<file path="config.mk">
export PLATFORM = sky130hd
export DESIGN_NAME = bitstream_expander
export DESIGN_NICKNAME = d
export VERILOG_FILES = /design/src/rtl/ee_bitstream_pkg.sv /design/src/rtl/ee_desc_fifo.sv /design/src/rtl/bitstream_expander.sv
export SDC_FILE = /design/constraint.sdc
export NUM_CORES = 1
export LEC_CHECK = 0
export BUFFER_PORTS_ARGS = -buffer_cell sky130_fd_sc_hd__buf_4
export CAP_MARGIN = 0
export CORE_MARGIN = 5
export CORE_UTILIZATION = 49
export DETAILED_ROUTE_END_ITERATION = 8
export PLACE_DENSITY = 0.66
export SLEW_MARGIN = 10
export SYNTH_ARGS = -nofsm -noshare
export SYNTH_HDL_FRONTEND = slang
export SYNTH_SLANG_ARGS = --single-unit
</file>
<file path="constraint.sdc">
create_clock -name top_clk -period 7.6 [get_ports top_clk]
set_input_delay 1.52 -clock top_clk [delete_from_list [all_inputs] [get_ports top_clk]]
set_output_delay 1.52 -clock top_clk [all_outputs]
set_load 0.05 [all_outputs]
</file>
<file path="src/rtl/ee_bitstream_pkg.sv">
// Shared definitions for the entropy-encoder bitstream expander: flag codes,
// the captured descriptor layout, and the helpers that expand a descriptor.
package ee_bitstream_pkg;

  localparam int DESC_BW        = 8;
  localparam int DESC_POS_WIDTH = 9;

  localparam logic [2:0] FLAG_NONE      = 3'd0;
  localparam logic [2:0] FLAG_B1        = 3'd1;
  localparam logic [2:0] FLAG_B1_B2     = 3'd2;
  localparam logic [2:0] FLAG_B1_B3     = 3'd3;
  localparam logic [2:0] FLAG_ILLEGAL   = 3'd4;
  localparam logic [2:0] FLAG_RUN       = 3'd5;
  localparam logic [2:0] FLAG_RUN_B4    = 3'd6;
  localparam logic [2:0] FLAG_RUN_B4_B5 = 3'd7;

  typedef enum logic [0:0] {
    ST_IDLE = 1'b0,
    ST_EMIT = 1'b1
  } exp_state_t;

  typedef struct packed {
    logic [2:0]         flag;
    logic [DESC_BW-1:0] b1;
    logic [DESC_BW-1:0] b2;
    logic [DESC_BW-1:0] b3;
    logic [DESC_BW-1:0] b4;
    logic [DESC_BW-1:0] b5;
    logic               last;
  } desc_t;

  function automatic logic [DESC_POS_WIDTH-1:0] expanded_len(input desc_t d);
    logic [DESC_POS_WIDTH-1:0] len_v;
    len_v = 9'd0;
    case (d.flag)
      FLAG_B1:        len_v = 9'd1;
      FLAG_B1_B2:     len_v = 9'd2;
      FLAG_B1_B3:     len_v = 9'd3;
      FLAG_RUN:       len_v = {1'b0, d.b3} + 9'd1;
      FLAG_RUN_B4:    len_v = {1'b0, d.b3} + 9'd2;
      FLAG_RUN_B4_B5: len_v = {1'b0, d.b3} + 9'd3;
      default:        len_v = 9'd0;
    endcase
    return len_v;
  endfunction

  // Byte idx of the expansion: b1, then b2 repeated b3 times, then b4, b5 for runs.
  function automatic logic [DESC_BW-1:0] byte_at(input desc_t d,
                                                 input logic [DESC_POS_WIDTH-1:0] idx);
    logic [DESC_BW-1:0]        byte_v;
    logic [DESC_POS_WIDTH-1:0] run_end_v;
    run_end_v = {1'b0, d.b3};
    byte_v    = 8'd0;
    if (idx == 9'd0) begin
      byte_v = d.b1;
    end else if (d.flag >= FLAG_RUN) begin
      if (idx <= run_end_v) begin
        byte_v = d.b2;
      end else if (idx == run_end_v + 9'd1) begin
        byte_v = d.b4;
      end else if (idx == run_end_v + 9'd2) begin
        byte_v = d.b5;
      end else begin
        byte_v = 8'd0;
      end
    end else begin
      if (idx == 9'd1) begin
        byte_v = d.b2;
      end else if (idx == 9'd2) begin
        byte_v = d.b3;
      end else begin
        byte_v = 8'd0;
      end
    end
    return byte_v;
  endfunction

endpackage

</file>
<file path="src/rtl/ee_desc_fifo.sv">
// Synchronous descriptor FIFO; a push while full is taken only when a pop
// frees a slot in the same cycle, so stored entries are never overwritten.
module ee_desc_fifo #(
  parameter int WIDTH = 44,
  parameter int DEPTH = 8
) (
  input  logic                       clk,
  input  logic                       rst_n,
  input  logic                       srst,
  input  logic                       push,
  input  logic                       pop,
  input  logic [WIDTH-1:0]           wdata,
  output logic [WIDTH-1:0]           rdata,
  output logic                       full,
  output logic                       empty,
  output logic [$clog2(DEPTH+1)-1:0] level
);

  localparam int AW = $clog2(DEPTH);
  localparam int LW = $clog2(DEPTH+1);

  logic [WIDTH-1:0] mem_r [DEPTH];
  logic [AW-1:0]    wr_ptr_r;
  logic [AW-1:0]    rd_ptr_r;
  logic [LW-1:0]    level_r;
  logic             push_ok_s;
  logic             pop_ok_s;
  logic             full_s;
  logic             empty_s;

  assign full_s    = (level_r == LW'(DEPTH));
  assign empty_s   = (level_r == '0);
  assign pop_ok_s  = pop && !empty_s;
  assign push_ok_s = push && (!full_s || pop_ok_s);

  // Storage and pointer/level bookkeeping.
  always_ff @(posedge clk or negedge rst_n) begin
    if (!rst_n) begin
      for (int i = 0; i < DEPTH; i++) mem_r[i] <= '0;
      wr_ptr_r <= '0;
      rd_ptr_r <= '0;
      level_r  <= '0;
    end else if (srst) begin
      for (int i = 0; i < DEPTH; i++) mem_r[i] <= '0;
      wr_ptr_r <= '0;
      rd_ptr_r <= '0;
      level_r  <= '0;
    end else begin
      if (push_ok_s) begin
        mem_r[wr_ptr_r] <= wdata;
        wr_ptr_r        <= wr_ptr_r + AW'(1);
      end
      if (pop_ok_s) begin
        rd_ptr_r <= rd_ptr_r + AW'(1);
      end
      case ({push_ok_s, pop_ok_s})
        2'b10:   level_r <= level_r + LW'(1);
        2'b01:   level_r <= level_r - LW'(1);
        default: level_r <= level_r;
      endcase
    end
  end

  assign rdata = mem_r[rd_ptr_r];
  assign full  = full_s;
  assign empty = empty_s;
  assign level = level_r;

endmodule

</file>
<file path="src/rtl/bitstream_expander.sv">
// Expands entropy-encoder descriptors (literal bytes or b1/run/b4/b5 form)
// into a byte stream of OUT_LANES bytes per valid/ready beat.
module bitstream_expander
  import ee_bitstream_pkg::*;
#(
  parameter int BITSTREAM_WIDTH = DESC_BW,
  parameter int OUT_LANES       = 4,
  parameter int DESC_DEPTH      = 8,
  parameter int POS_WIDTH       = DESC_POS_WIDTH
) (
  input  logic                                 top_clk,
  input  logic                                 top_reset,
  input  logic [2:0]                           in_flag_bitstream,
  input  logic [BITSTREAM_WIDTH-1:0]           in_bit_1,
  input  logic [BITSTREAM_WIDTH-1:0]           in_bit_2,
  input  logic [BITSTREAM_WIDTH-1:0]           in_bit_3,
  input  logic [BITSTREAM_WIDTH-1:0]           in_bit_4,
  input  logic [BITSTREAM_WIDTH-1:0]           in_bit_5,
  input  logic                                 in_flag_last,
  output logic [OUT_LANES*BITSTREAM_WIDTH-1:0] out_data,
  output logic [$clog2(OUT_LANES+1)-1:0]       out_count,
  output logic                                 out_valid,
  input  logic                                 out_ready,
  output logic                                 out_last,
  output logic [$clog2(DESC_DEPTH+1)-1:0]      fifo_level,
  output logic                                 err_overflow,
  output logic                                 err_flag
);

  localparam int CW  = $clog2(OUT_LANES+1);
  localparam int LVW = $clog2(DESC_DEPTH+1);
  localparam int BW  = BITSTREAM_WIDTH;

  desc_t                         cap_desc_s;
  desc_t                         head_s;
  logic                          push_req_s;
  logic                          push_ok_s;
  logic                          illegal_s;
  logic [$bits(desc_t)-1:0]      head_raw_s;
  logic                          full_s;
  logic                          empty_s;
  logic [LVW-1:0]                level_s;
  logic                          valid_s;
  logic                          fire_s;
  logic                          done_s;
  logic                          pop_s;
  logic [POS_WIDTH-1:0]          head_len_s;
  logic [POS_WIDTH-1:0]          remain_s;
  logic [POS_WIDTH-1:0]          k_s;
  logic [OUT_LANES*BW-1:0]       beat_data_s;
  logic [POS_WIDTH-1:0]          pos_r;
  exp_state_t                    state_r;
  exp_state_t                    state_nxt_s;
  logic                          err_overflow_r;
  logic                          err_flag_r;

  // Descriptor capture; an illegal flag carrying last still yields an end marker.
  always_comb begin
    illegal_s       = (in_flag_bitstream == FLAG_ILLEGAL);
    push_req_s      = ((in_flag_bitstream != FLAG_NONE) && !illegal_s) || in_flag_last;
    cap_desc_s.flag = illegal_s ? FLAG_NONE : in_flag_bitstream;
    cap_desc_s.b1   = in_bit_1;
    cap_desc_s.b2   = in_bit_2;
    cap_desc_s.b3   = in_bit_3;
    cap_desc_s.b4   = in_bit_4;
    cap_desc_s.b5   = in_bit_5;
    cap_desc_s.last = in_flag_last;
  end

  ee_desc_fifo #(
    .WIDTH ($bits(desc_t)),
    .DEPTH (DESC_DEPTH)
  ) u_desc_fifo (
    .clk   (top_clk),
    .rst_n (top_reset),
    .srst  (1'b0),
    .push  (push_req_s),
    .pop   (pop_s),
    .wdata (cap_desc_s),
    .rdata (head_raw_s),
    .full  (full_s),
    .empty (empty_s),
    .level (level_s)
  );

  assign head_s     = desc_t'(head_raw_s);
  assign head_len_s = expanded_len(head_s);
  assign remain_s   = head_len_s - pos_r;
  assign k_s        = (remain_s > POS_WIDTH'(OUT_LANES)) ? POS_WIDTH'(OUT_LANES) : remain_s;
  assign done_s     = (remain_s <= POS_WIDTH'(OUT_LANES));
  assign valid_s    = !empty_s;
  assign fire_s     = valid_s && out_ready;
  assign pop_s      = fire_s && done_s;
  assign push_ok_s  = push_req_s && (!full_s || pop_s);

  for (genvar j = 0; j < OUT_LANES; j++) begin : g_lane
    logic [POS_WIDTH-1:0] lane_idx_s;
    assign lane_idx_s = pos_r + POS_WIDTH'(j);
    assign beat_data_s[j*BW +: BW] = (valid_s && (POS_WIDTH'(j) < k_s)) ?
                                     byte_at(head_s, lane_idx_s) : '0;
  end

  // Next-state: keep emitting while a descriptor is held or arrives as the head retires.
  always_comb begin
    state_nxt_s = state_r;
    case (state_r)
      ST_IDLE: begin
        if (!empty_s) state_nxt_s = ST_EMIT;
        else          state_nxt_s = ST_IDLE;
      end
      ST_EMIT: begin
        if (empty_s)                                              state_nxt_s = ST_IDLE;
        else if (pop_s && (level_s == LVW'(1)) && !push_ok_s)     state_nxt_s = ST_IDLE;
        else                                                      state_nxt_s = ST_EMIT;
      end
      default: state_nxt_s = ST_IDLE;
    endcase
  end

  // State register and in-descriptor byte position.
  always_ff @(posedge top_clk or negedge top_reset) begin
    if (!top_reset) begin
      state_r <= ST_IDLE;
      pos_r   <= '0;
    end else begin
      state_r <= state_nxt_s;
      if (fire_s && !done_s)      pos_r <= pos_r + k_s;
      else if (fire_s)            pos_r <= '0;
      else if (state_r == ST_IDLE) pos_r <= '0;
      else                        pos_r <= pos_r;
    end
  end

  // Sticky error flags.
  always_ff @(posedge top_clk or negedge top_reset) begin
    if (!top_reset) begin
      err_overflow_r <= 1'b0;
      err_flag_r     <= 1'b0;
    end else begin
      if (push_req_s && !push_ok_s) err_overflow_r <= 1'b1;
      if (illegal_s)                err_flag_r     <= 1'b1;
    end
  end

  assign out_valid    = valid_s;
  assign out_data     = beat_data_s;
  assign out_count    = valid_s ? k_s[CW-1:0] : '0;
  assign out_last     = valid_s && head_s.last && done_s;
  assign fifo_level   = level_s;
  assign err_overflow = err_overflow_r;
  assign err_flag     = err_flag_r;

endmodule
</file>
## After elaboration in Yosys (flattened, before gate mapping)

Index checks and enable logic that the tools add are counted.

| word-level totals | value |
|---|---|
| register bits | 374 |
| bits of input ports | 47 |
| output and inout port bits | 43 |

| cells by class | value |
|---|---|
| $add $sub $neg | 12 |
| order comparisons | 14 |
| equal/unequal tests | 28 |
| multiplexer cells | 50 |
| bitwise logic cells | 3 |
| reduce and logical (&&, ||, !) cells | 32 |

Operators by type and width:

| cell | number |
|---|---|
| $bwmux 352 | 1 |
| $mux 8 | 32 |
| $bmux 44 s3 | 1 |
| $demux 44 s3 | 1 |
| $mux 44 | 3 |
| $eq 9x9->1 | 8 |
| $pmux 9 s6 | 1 |
| $eq 9x1->1 const B | 4 |
| $eq 9x2->1 const B | 4 |
| $le 9x8->1 | 4 |
| $logic_not 9->1 | 4 |
| $mux 9 | 4 |
| $add 8x2->9 const B | 2 |
| $add 9x2->9 const B | 2 |
| $lt 1x9->1 const A | 2 |
| $lt 2x9->1 const A | 2 |
| $logic_and 1x1->1 | 17 |
| $eq 3x3->1 const B | 4 |
| $add 8x1->9 const B | 1 |
| $add 9x1->9 const B | 1 |
| $add 9x9->9 | 1 |
| $gt 9x3->1 const B | 1 |
| $le 9x3->1 const B | 1 |
| $sub 9x9->9 | 1 |
| 24 further kinds | 37 |

## Logic depth before layout (Yosys ltp)

Gate-level depths: netlist of the first run.

| depth | value |
|---|---|
| depth after elaboration | 16 |
| depth in mapped cells | 31 |

## Cells and area by module

A second synthesis of the first run with hierarchy kept.

| second synthesis, totals | value |
|---|---|
| cells, all modules | 2,626 |
| area, all modules | 23,398.7 um^2 |

Modules (own cells, without submodules):

| module | times used | cells each | area an instance (um^2) | sequential area each (um^2) |
|---|---|---|---|---|
| ee_desc_fifo | 1 | 1,815 | 17,704.5 | 9,058.7 |
| bitstream_expander | 1 | 811 | 5,694.2 | 300.3 |

## Worst setup path after synthesis of the first run

OpenSTA, ideal clock, no wires.

| timing path | value |
|---|---|
| path type | register -> output |
| start | register u_desc_fifo.rd_ptr_r[0] |
| end | output port out_data[24] |
| arrival time | 6,707 ps |
| required time | 6,080 ps |
| slack | -627 ps |
| cell stages (with the launch flop) | 24 |
| buffers on the path | 3 |
| path through | dfrtp_1 -> buf_4 -> buf_2 -> buf_2 -> mux4_2 -> mux2i_4 -> inv_1 -> ha_1 -> nand2_1 -> o21ai_0 -> xnor2_1 -> a21oi_1 -> nor2_1 -> ha_1 -> a21o_1 -> a21o_1 -> a211oi_1 -> o21bai_1 -> a21oi_1 -> xnor2_1 -> and3_1 -> nor2_1 -> nand2_1 -> o32ai_1 |

| between the ends | value |
|---|---|
| cells in the longest elaborated chain, start to end | 12 |
| elaborated cells between the ends (all ways) | 31 |

Ends and longest elaborated chain:

| what | line | RTL |
|---|---|---|
| from (decl) | ee_desc_fifo.sv:24 | `logic [AW-1:0] rd_ptr_r;` |
| from (signal assigned) | ee_desc_fifo.sv:54 | `rd_ptr_r <= rd_ptr_r + AW'(1);` |
| $not 3->4 (implied by the code) * | ee_desc_fifo.sv:64 | `assign rdata = mem_r[rd_ptr_r];` |
| $bmux 44 s3 * | ee_desc_fifo.sv:64 |  |
| $mux 44 (implied by the code) * (2 in series) | ee_desc_fifo.sv:64 |  |
| $add 8x2->9, or another cell as far along | ee_bitstream_pkg.sv:41 | `FLAG_RUN_B4_B5: len_v = {1'b0, d.b3} + 9'd3;` |
| $pmux 9 s6 / $eq 9x9->1 (equally long branches) | ee_bitstream_pkg.sv:35, ee_bitstream_pkg.sv:61 |  |
| $sub 9x9->9 / $mux 8 (equally long branches) | bitstream_expander.sv:88, ee_bitstream_pkg.sv:61 |  |
| $gt 9x3->1 / $mux 8 (equally long branches) | bitstream_expander.sv:89, ee_bitstream_pkg.sv:59 |  |
| $mux 9 / $mux 8 (equally long branches) | bitstream_expander.sv:89, ee_bitstream_pkg.sv:57 |  |
| $lt 2x9->1 / $mux 8 (equally long branches) | bitstream_expander.sv:99, ee_bitstream_pkg.sv:56 |  |
| $logic_and 1x1->1 / $mux 8 (equally long branches) | bitstream_expander.sv:99, ee_bitstream_pkg.sv:54 |  |
| $mux 8 * | bitstream_expander.sv:99 | `assign beat_data_s[j*BW +: BW] = (valid_s && (POS_WIDTH'(j) < k_s)) ?` |
| to (decl) | bitstream_expander.sv:20 | `output logic [OUT_LANES*BITSTREAM_WIDTH-1:0] out_data,` |

Every way passes the cells marked *; elsewhere a longest branch is shown, timed or not. The select of a mux whose other input is x is not followed.

## Worst setup path after layout of the first run

| timing path | value |
|---|---|
| start | register u_desc_fifo.rd_ptr_r[1] |
| end | output port out_data[29] |

The elaborated chain is that of the path after synthesis.

==> results of run 1 <==
## cells in the final DEF, fill, tap and decap left out, types with 25 or more instances in the layout
master       n
a211oi_1    34
nand2_1     45
xnor2_1     88
o21ai_0     34
o22ai_1     30
ha_1        65
mux2_2     231
nor2_1      66
nand3_1     28
mux2_1     143
clkbuf_16   42
mux4_2      91
o221ai_1    25
buf_4      128
mux2i_1     25
dfrtp_1    371
inv_1       42
## sequential cells by signal, summed over array words and instances (netlist names)
signal / flops
state_r: 1
u_desc_fifo.level: 4
pos_r: 9
err_overflow: 1
u_desc_fifo.rd_ptr_r: 3
u_desc_fifo.wr_ptr_r: 3
u_desc_fifo.mem_r: 352
err_flag: 1
## worst max-delay path, cell delays in order, from the launching register on
cell and delay [ps]:
dfrtp_4 470, mux4_2 520, mux2i_2 330, inv_1 110, ha_1 300, nand2_1 90, o21ai_0 100, xnor2_1 140
a21oi_1 160, nor2_1 60, ha_1 330, a21o_1 190, a21o_1 190, a211oi_1 260, o21bai_1 110, a21oi_1 200
xnor2_1 110, and3_2 280, nor2_2 390, nand2_4 240, o32ai_2 460, buf_4 280
## cell type report
| cell class | instances | share of cell area [%] |
|---|---|---|
| tap | 592 | 2.996 |
| clock buffer | 55 | 4.691 |
| clock inverter | 11 | 0.6882 |
| sequential | 374 | 37.90 |
| multi-input combinational | 1184 | 48.28 |
| inverter | 48 | 0.7388 |
| timing repair buffer | 138 | 4.706 |
## metrics by stage
step	setup TNS, ps	instances
floorplan	0	1697
global placement	0	2328
detailed placement	0	2328
CTS	0	2398
global route	-7.093	2402
finish	0	2402
## per-layer routing
layer | GRT usage [%] | vias to the layer above | wire [µm]
met3 | 4.506 | 126 | 3386
met5 | 0 | - | 13
met1 | 34.94 | 7710 | 26640
met4 | 9.195 | 2 | 2330
li1 | - | 6606 | -
met2 | 41.15 | 481 | 28600
## logic make-up after synthesis
group / count (synthesis)
adder cells (fa/ha/maj): 66
flip-flops: 374
other: 1
AO/OA/AOI/OAI: 251
multiplexers: 496
XOR/XNOR: 109
AND/OR/NAND/NOR: 257
buffers and inverters: 139
## repair_timing
| item | 4_1_cts | 5_1_grt |
|---|---|---|
| gates resized for setup | 25 | 18 |
| endpoints found under the hold margin | 0 | 0 |
| buffers inserted | 4 | 4 |
| pin swaps | 0 | 1 |
| setup endpoints to repair | 28 | 29 |
## path summary, 6_finish.rpt
check                                                    startpoint  slack (ps)                                  end
worst max-delay path            u_desc_fifo.rd_ptr_r[1]$_DFFE_PN0P_         210                         out_data[29]
worst min-delay path                           err_flag$_DFFE_PN0P_         470                 err_flag$_DFFE_PN0P_
worst max register to register  u_desc_fifo.rd_ptr_r[1]$_DFFE_PN0P_        1120   u_desc_fifo.mem_r[216]$_DFFE_PN0P_
worst min register to register                 err_flag$_DFFE_PN0P_         470                 err_flag$_DFFE_PN0P_
max in group asynchronous                                 top_reset        5020  u_desc_fifo.rd_ptr_r[0]$_DFFE_PN0P_
min in group asynchronous                                 top_reset         970   u_desc_fifo.mem_r[245]$_DFFE_PN0P_
==> run_results.csv, run 1 <==
group,metric,value,unit
yosys,synth_top_family_by_area,"multiplexers",
sta,relSlewSlack,28.52,%
sta,max_freq,0.1353,GHz
finish,nNetsFinal,1900,
yosys,synthTopCellsByCount,"374 x dfrtp_1, 231 x mux2_2, 143 x mux2_1",
yosys,synth.avg_cell_area,12.76,µm²
yosys,synth_top_area_share,43.31,%
yosys,synth_mux_area_share,30.54,%
cts,cts_hold_buf,0,
global_routing,grt_max_degree,134,
placed_design,io_buffer_count,89,
setup_path,crit_type,"reg2out",
sta,fin_crit,7389,ps
global_routing,grt_pass1_vias,15803,
cts,clk_latency,550,ps
cts,cts_buffer_depth,3,
setup_path,worstPathMaxFanout,8,
yosys,async_flop_share,100.0,%
finish,final_core_utilization,56.28,%
yosys,syn-cell-area,0.02161,mm²
floorplanning,initial_core_util,49.18,%
yosys,syn_inst,1693,
finish,area_growth,14.44,%
yosys,yosysSeqAreaShare,43.31,%
finish,final-seq-area,0.009370,mm²
cts,numCtsBuffers,41,
global_routing,antenna_found_initial,1,
cts,cts_sinks,374,
flow_run,drv_cap,0,
sta,rsz0062_at_grt,"yes",
detailed_routing,drt-total-wl,60.97,mm
detailed_routing,num_vias,14925,
finish,fillers,3695,
setup_path,worstPathRequired,6080,ps
hold_path,hold_class,"reg2reg",
cts,clk_pin_slew,60,ps
finish,layout-drive-gt1-share,32.27,%
sta,layout_setup_ws,211.1,ps
placed_design,place_congestion,1.052,
global_routing,grt_pass1_wl,94.99,mm
setup_path,critPathArrivalTime,5870,ps
cts,cts_max_level,2,
floorplanning,dieArea,0.04840,mm²
finish,multiInputGateArea,0.01194,mm²
yosys,synth_most_common_cell,"dfrtp_1",
yosys,synth_warnings,0,
yosys,synthTopCellsByArea,"dfrtp_1 43%, mux2_2 12%, mux4_2 9.5%, mux2_1 7.5%, ha_1 3.8%",
floorplanning,io_pins,90,
yosys,synth_ff_type,"dfrtp_1",
detailed_routing,drc,0,
sta,worstMarginPinSlew,1042,ps
yosys,synth_top_cell_by_area,"dfrtp_1",
floorplanning,die_x,220.0,µm
placed_design,dp_hpwl,40.97,mm
yosys,yosys.area_share.simple,6.352,%
run_status,status,"finished, final reports clean",
global_routing,groute.usage.overall,25.51,%
cts,clockRootBuffer,"clkbuf_16",
yosys,synth_adder_area_share,3.857,%
setup_path,reg2regPathDepth,20,
setup_path,end_kind,"output port",
placed_design,placed_cell_area,0.02303,mm²
yosys,ys_ff_latch,374,
finish,final_cell_area,0.02473,mm²
sta,setup_viol,0,
floorplanning,rows,77,
detailed_routing,wl_per_cell,25.38,µm
cts,cts_tree,"yes",
finish,diodes,0,
setup_path,crit_path_start_kind,"flop",
sta,finalHoldViolCount,0,
detailed_routing,dr.pass1.iters,5,
sta,slew_viol_final,0,
yosys,synth_edf_count,0,
sta,skew,13.56,ps
global_routing,grt_overflow,0,
hold_path,whs_path_depth,1,
yosys,yosysUniqueCellTypes,68,
yosys,synth_xor_area_share,4.418,%
yosys,synth_compound_area_share,8.379,%
detailed_routing,vias_per_cell,6.214,
detailed_routing,ant_nets,0,
detailed_routing,dr.first_iter.drc_count,1113,
floorplanning,die-height,220.0,µm
sta,hold_ws,467.6,ps
sta,post-route-period-util,97.22,%
placed_design,place_ws,208.9,ps
floorplanning,core,0.04393,mm²
Power of run 1 is not shown: default switching activity piles up to over one toggle a cycle in this logic, so the estimate is an artifact.
==> inputs of run 2 (changes only) <==
--- a/config.mk
+++ b/config.mk
@@ -8,9 +8,8 @@
 export BUFFER_PORTS_ARGS = -buffer_cell sky130_fd_sc_hd__buf_4
 export CAP_MARGIN = 0
 export CORE_MARGIN = 5
-export CORE_UTILIZATION = 49
+export CORE_UTILIZATION = 38
 export DETAILED_ROUTE_END_ITERATION = 8
-export PLACE_DENSITY = 0.66
 export SLEW_MARGIN = 10
 export SYNTH_ARGS = -nofsm -noshare
 export SYNTH_HDL_FRONTEND = slang
==> run_results.csv, run 2 (synthesis results as in run 1) <==
group,metric,value,unit
cts,clk_pin_slew,60,ps
floorplanning,core,0.05639,mm²
run_status,status,"finished, final reports clean",
sta,setup_viol,0,
cts,clockRootBuffer,"clkbuf_16",
setup_path,end_kind,"output port",
floorplanning,dieArea,0.06173,mm²
sta,max_freq,0.1359,GHz
setup_path,timing.rr.end,"pos_r[8]$_DFFE_PN0P_",
cts,cts_max_level,2,
placed_design,io_buffer_count,89,
floorplanning,die-height,248.5,µm
detailed_routing,drc,0,
sta,finalHoldViolCount,0,
sta,slew_viol_final,0,
finish,final_core_utilization,44.48,%
detailed_routing,num_vias,15070,
global_routing,grt_max_degree,154,
placed_design,dp_hpwl,43.57,mm
floorplanning,rows,87,
setup_path,critPathArrivalTime,5840,ps
cts,cts_tree,"yes",
finish,nNetsFinal,1918,
cts,numCtsBuffers,42,
detailed_routing,dr.pass1.iters,5,
setup_path,reg2regPathDepth,25,
global_routing,antenna_found_initial,1,
finish,largest_reg_flops,352,
setup_path,worstPathRequired,6080,ps
sta,skew,20.03,ps
sta,post-route-period-util,96.85,%
hold_path,whs_path_depth,1,
global_routing,grt_overflow,0,
placed_design,place_congestion,0.9893,
cts,cts_sinks,374,
placed_design,place_ws,209.9,ps
setup_path,crit_path_start_kind,"flop",
sta,worstMarginPinSlew,1142,ps
setup_path,rr_startpoint,"u_desc_fifo.rd_ptr_r[0]$_DFFE_PN0P_",
detailed_routing,ant_nets,0,
floorplanning,die_x,248.5,µm
hold_path,hold_end,"err_flag$_DFFE_PN0P_",
setup_path,worstPathMaxFanout,9,
sta,fin_crit,7361,ps
floorplanning,io_pins,90,
finish,diodes,0,
sta,hold_ws,468.1,ps
cts,cts_buffer_depth,3,
setup_path,r2r_slack,1290,ps
flow_run,drv_cap,0,
detailed_routing,dr.first_iter.drc_count,1000,
hold_path,hold_class,"reg2reg",
finish,layout_commonest_cell,"dfrtp_1",
finish,layout_common_cells,"371 x dfrtp_1, 231 x mux2_2, 143 x mux2_1",
global_routing,grt_pass1_wl,99.18,mm
sta,relSlewSlack,21.72,%
detailed_routing,vias_per_cell,5.812,
global_routing,grt_pass1_vias,15834,
cts,clk_latency,580,ps
detailed_routing,wl_per_cell,24.73,µm
global_routing,groute.usage.overall,20.32,%
sta,layout_setup_ws,239.1,ps
finish,top_register,"u_desc_fifo.mem_r",
detailed_routing,drt-total-wl,64.14,mm
setup_path,crit_type,"reg2out",
hold_path,hold_path.startpoint,"err_flag$_DFFE_PN0P_",
floorplanning,initial_core_util,38.32,%
finish,area_growth,16.08,%
finish,layout-drive-gt1-share,32.88,%
[run 2: cell count changes in the layout (fill, tap and decap cells not counted), sizes merged]
cell      previous run  this run
buf                138       154
bufinv               4         3
clkbuf              55        59
clkinv              10        15
clkinvlp             0         4
inv                 45        44
[run 2: timing repair]
action | in CTS | in global routing
setup buffers | 9 | 8
resized for setup | 7 | 37
pin swaps | 0 | 1
endpoints found under the setup margin | 29 | 32
hold buffers | 0 | 0
hold endpoints to repair | 0 | 0
[run 2: how the worst max path moves through the flow]
stage / start / endpoint / slack (ps) / cells after the start
after global routing: u_desc_fifo.rd_ptr_r[0]$_DFFE_PN0P_ / out_data[11] / -40 / 22
after detailed placement: u_desc_fifo.rd_ptr_r[1]$_DFFE_PN0P_ / out_data[20] / 210 / 20
after floorplan: u_desc_fifo.rd_ptr_r[0]$_DFFE_PN0P_ / out_data[10] / 30 / 25
final: u_desc_fifo.rd_ptr_r[0]$_DFFE_PN0P_ / out_data[11] / 240 / 21
after CTS: u_desc_fifo.rd_ptr_r[0]$_DFFE_PN0P_ / out_data[28] / -9 / 18
after global placement: u_desc_fifo.rd_ptr_r[1]$_DFFE_PN0P_ / out_data[20] / 280 / 20
[run 2: cell type report]
class                   count  area [µm²]
fillers                  5217       31310
multi-input cells        1184       11870
flip-flops and latches    374        9370
repair buffers            155        1309
clock buffers              58        1181
well taps                 756       945.9
clock inverters            18       222.7
inverters                  48       182.7
[run 2: metal layers]
metal	share of wire, %	wire [µm]	up-vias	track usage (%)
li1	-	-	6641	-
met1	44	27930	7888	27.32
met2	50	31920	436	34.98
met3	4.5	2868	103	2.539
met4	2.2	1409	2	5.423
met5	0.017	11	-	0
[run 2: critical path, stage by stage, from the launching register on]
cell and delay [ps]:
dfrtp_4 500, mux4_2 540, mux2i_4 180, buf_6 190, ha_2 330, a21oi_1 200, o22ai_2 120, fa_1 470
a21o_1 210, a21o_1 190, a211oi_1 260, o21bai_1 100, a21oi_1 190, xnor2_1 120, and3_4 230, inv_1 130
nor2_1 90, nor2_4 220, nand2b_1 110, buf_4 190, o32ai_1 400, buf_4 280
[run 2: stage by stage]
step	instances	setup TNS, ps	instance area (µm²)
after CTS	2585	-9.237	24820
final	2593	0	25080
after floorplan	1697	0	21680
after global routing	2593	-73.70	25080
after global placement	2500	0	23290
after detailed placement	2500	0	23290
Power of run 2 is left out for the same reason.
==> inputs of run 3 (changes only) <==
--- a/config.mk
+++ b/config.mk
@@ -10,6 +10,7 @@
 export CORE_MARGIN = 5
 export CORE_UTILIZATION = 38
 export DETAILED_ROUTE_END_ITERATION = 8
+export PLACE_DENSITY_LB_ADDON = 0.15
 export SLEW_MARGIN = 10
 export SYNTH_ARGS = -nofsm -noshare
 export SYNTH_HDL_FRONTEND = slang
==> run_results.csv, run 3 (synthesis results as in run 1) <==
group,metric,value,unit
detailed_routing,vias_per_cell,5.806,
global_routing,grt_pass1_vias,15718,
floorplanning,die-height,248.5,µm
detailed_routing,drt-total-wl,64.89,mm
placed_design,placed_cell_area,0.02325,mm²
placed_design,dp_hpwl,43.51,mm
hold_path,hold_class,"reg2reg",
setup_path,crit_path_start_kind,"flop",
sta,max_freq,0.1363,GHz
global_routing,grt_pass1_wl,99.59,mm
sta,setup_tns,0,ps
floorplanning,core,0.05639,mm²
setup_path,path_cells,"buf_4, mux4_2, mux2i_4, buf_4, ha_1, nor2_1, a21oi_1, o22ai_1, ha_1, nor2b_1, o21a_1, o21a_1, o21a_1, or4_1, a211oi_2, and3_4, a21oi_1, nand2_1, o22ai_2, buf_4",
cts,clockRootBuffer,"clkbuf_16",
setup_path,r2r_slack,1290,ps
detailed_routing,wl_per_cell,25.11,µm
setup_path,worstPathRequired,6080,ps
detailed_routing,ant_nets,0,
cts,clk_latency,580,ps
finish,nNetsFinal,1909,
setup_path,cp_slowest_cell,"dfrtp_4",
finish,area_growth,15.52,%
finish,fillers,5265,
sta,finalHoldViolCount,0,
detailed_routing,dr.pass1.iters,5,
global_routing,grt_overflow,0,
detailed_routing,drc,0,
placed_design,place_congestion,0.9221,
floorplanning,die_x,248.5,µm
floorplanning,initial_core_util,38.32,%
floorplanning,rows,87,
setup_path,crit_type,"reg2out",
finish,top_register,"u_desc_fifo.mem_r",
floorplanning,dieArea,0.06173,mm²
flow_run,drv_cap,0,
finish,layout_commonest_cell,"dfrtp_1",
detailed_routing,num_vias,15003,
finish,diodes,0,
finish,largest_reg_flops,352,
sta,post-route-period-util,96.56,%
finish,final_cell_area,0.02496,mm²
cts,cts_sinks,374,
global_routing,antenna_found_initial,0,
sta,skew,20.77,ps
global_routing,groute.usage.overall,20.43,%
finish,layout-drive-gt1-share,32.71,%
cts,cts_max_level,2,
cts,numCtsBuffers,43,
setup_path,critPathArrivalTime,5820,ps
sta,setup_viol,0,
setup_path,worstPathMaxFanout,11,
cts,cts_tree,"yes",
sta,fin_crit,7339,ps
global_routing,grt_max_degree,160,
sta,slew_viol_final,0,
finish,layout_common_cells,"371 x dfrtp_1, 231 x mux2_2, 143 x mux2_1",
sta,rsz0062_at_grt,"no",
setup_path,end_kind,"output port",
detailed_routing,dr.first_iter.drc_count,1059,
sta,worstMarginPinSlew,1071,ps
sta,relSlewSlack,26.54,%
setup_path,cpPeakStageDelay,530,ps
run_status,status,"finished, final reports clean",
cts,cts_hold_buf,0,
cts,cts_buffer_depth,3,
floorplanning,io_pins,90,
cts,clk_pin_slew,60,ps
placed_design,io_buffer_count,89,
-- run 3: cell count changes in the layout (fill, tap and decap cells not counted), sizes merged --
cell / delta
buf: -9
clkbuf: +8
clkinv: -5
bufinv: -2
clkinvlp: -2
inv: +1
-- run 3: metal layers --
layer	routed length (µm)	track usage (%)
met4	1256	4.525
met2	30950	33.75
met1	29260	28.57
met3	3433	3.375
met5	0	0
-- run 3: worst paths after layout --
kind | from | to | cells past startpoint
worst max-delay path | u_desc_fifo.rd_ptr_r[1]$_DFFE_PN0P_ | out_data[22] | 20
worst min-delay path | err_flag$_DFFE_PN0P_ | err_flag$_DFFE_PN0P_ | 1
worst max register to register | u_desc_fifo.rd_ptr_r[1]$_DFFE_PN0P_ | u_desc_fifo.mem_r[56]$_DFFE_PN0P_ | 22
worst min register to register | err_flag$_DFFE_PN0P_ | err_flag$_DFFE_PN0P_ | 1
max in group asynchronous | top_reset | u_desc_fifo.rd_ptr_r[2]$_DFFE_PN0P_ | 2
min in group asynchronous | top_reset | u_desc_fifo.mem_r[277]$_DFFE_PN0P_ | 1
-- run 3: cell type report --
cell class                 count  area (µm²)  share of cell area (%)
tap                          756       945.9                   3.790
multi-input combinational   1184       11870                   47.55
sequential                   374        9370                   37.54
timing repair buffer         145        1180                   4.727
clock inverter                10       95.09                  0.3810
clock buffer                  67        1319                   5.283
inverter                      48       182.7                  0.7319
-- run 3: timing repair --
item | 4_1_cts | 5_1_grt
endpoints found under the setup margin | 31 | 32
setup buffers | 4 | 4
gates resized for setup | 16 | 27
-- run 3: through the flow --
| step | hold WS, ps | utilization (%) | setup slack [ps] | instances |
|---|---|---|---|---|
| global route | 493.1 | 44.27 | 24.79 | 2584 |
| finish | 462.1 | 44.27 | 261.4 | 2584 |
| floorplan | 452.4 | - | 26.33 | 1697 |
| CTS | 468.6 | 43.94 | -13.71 | 2580 |
| global placement | 441.2 | 41.24 | 421.5 | 2499 |
| detailed placement | 453.3 | 41.24 | 285.4 | 2499 |
-- run 3: critical path: cells and delay by family, from the launching register on --
| family | cells | cell delay, ps |
|---|---|---|
| AO/OA/AOI/OAI | 8 | 1500 |
| AND/OR/NAND/NOR | 5 | 1420 |
| buffers and inverters | 3 | 710 |
| adder cells (fa/ha/maj) | 2 | 600 |
| flip-flops | 1 | 530 |
| multiplexers | 2 | 480 |
Power of run 3 is left out for the same reason.
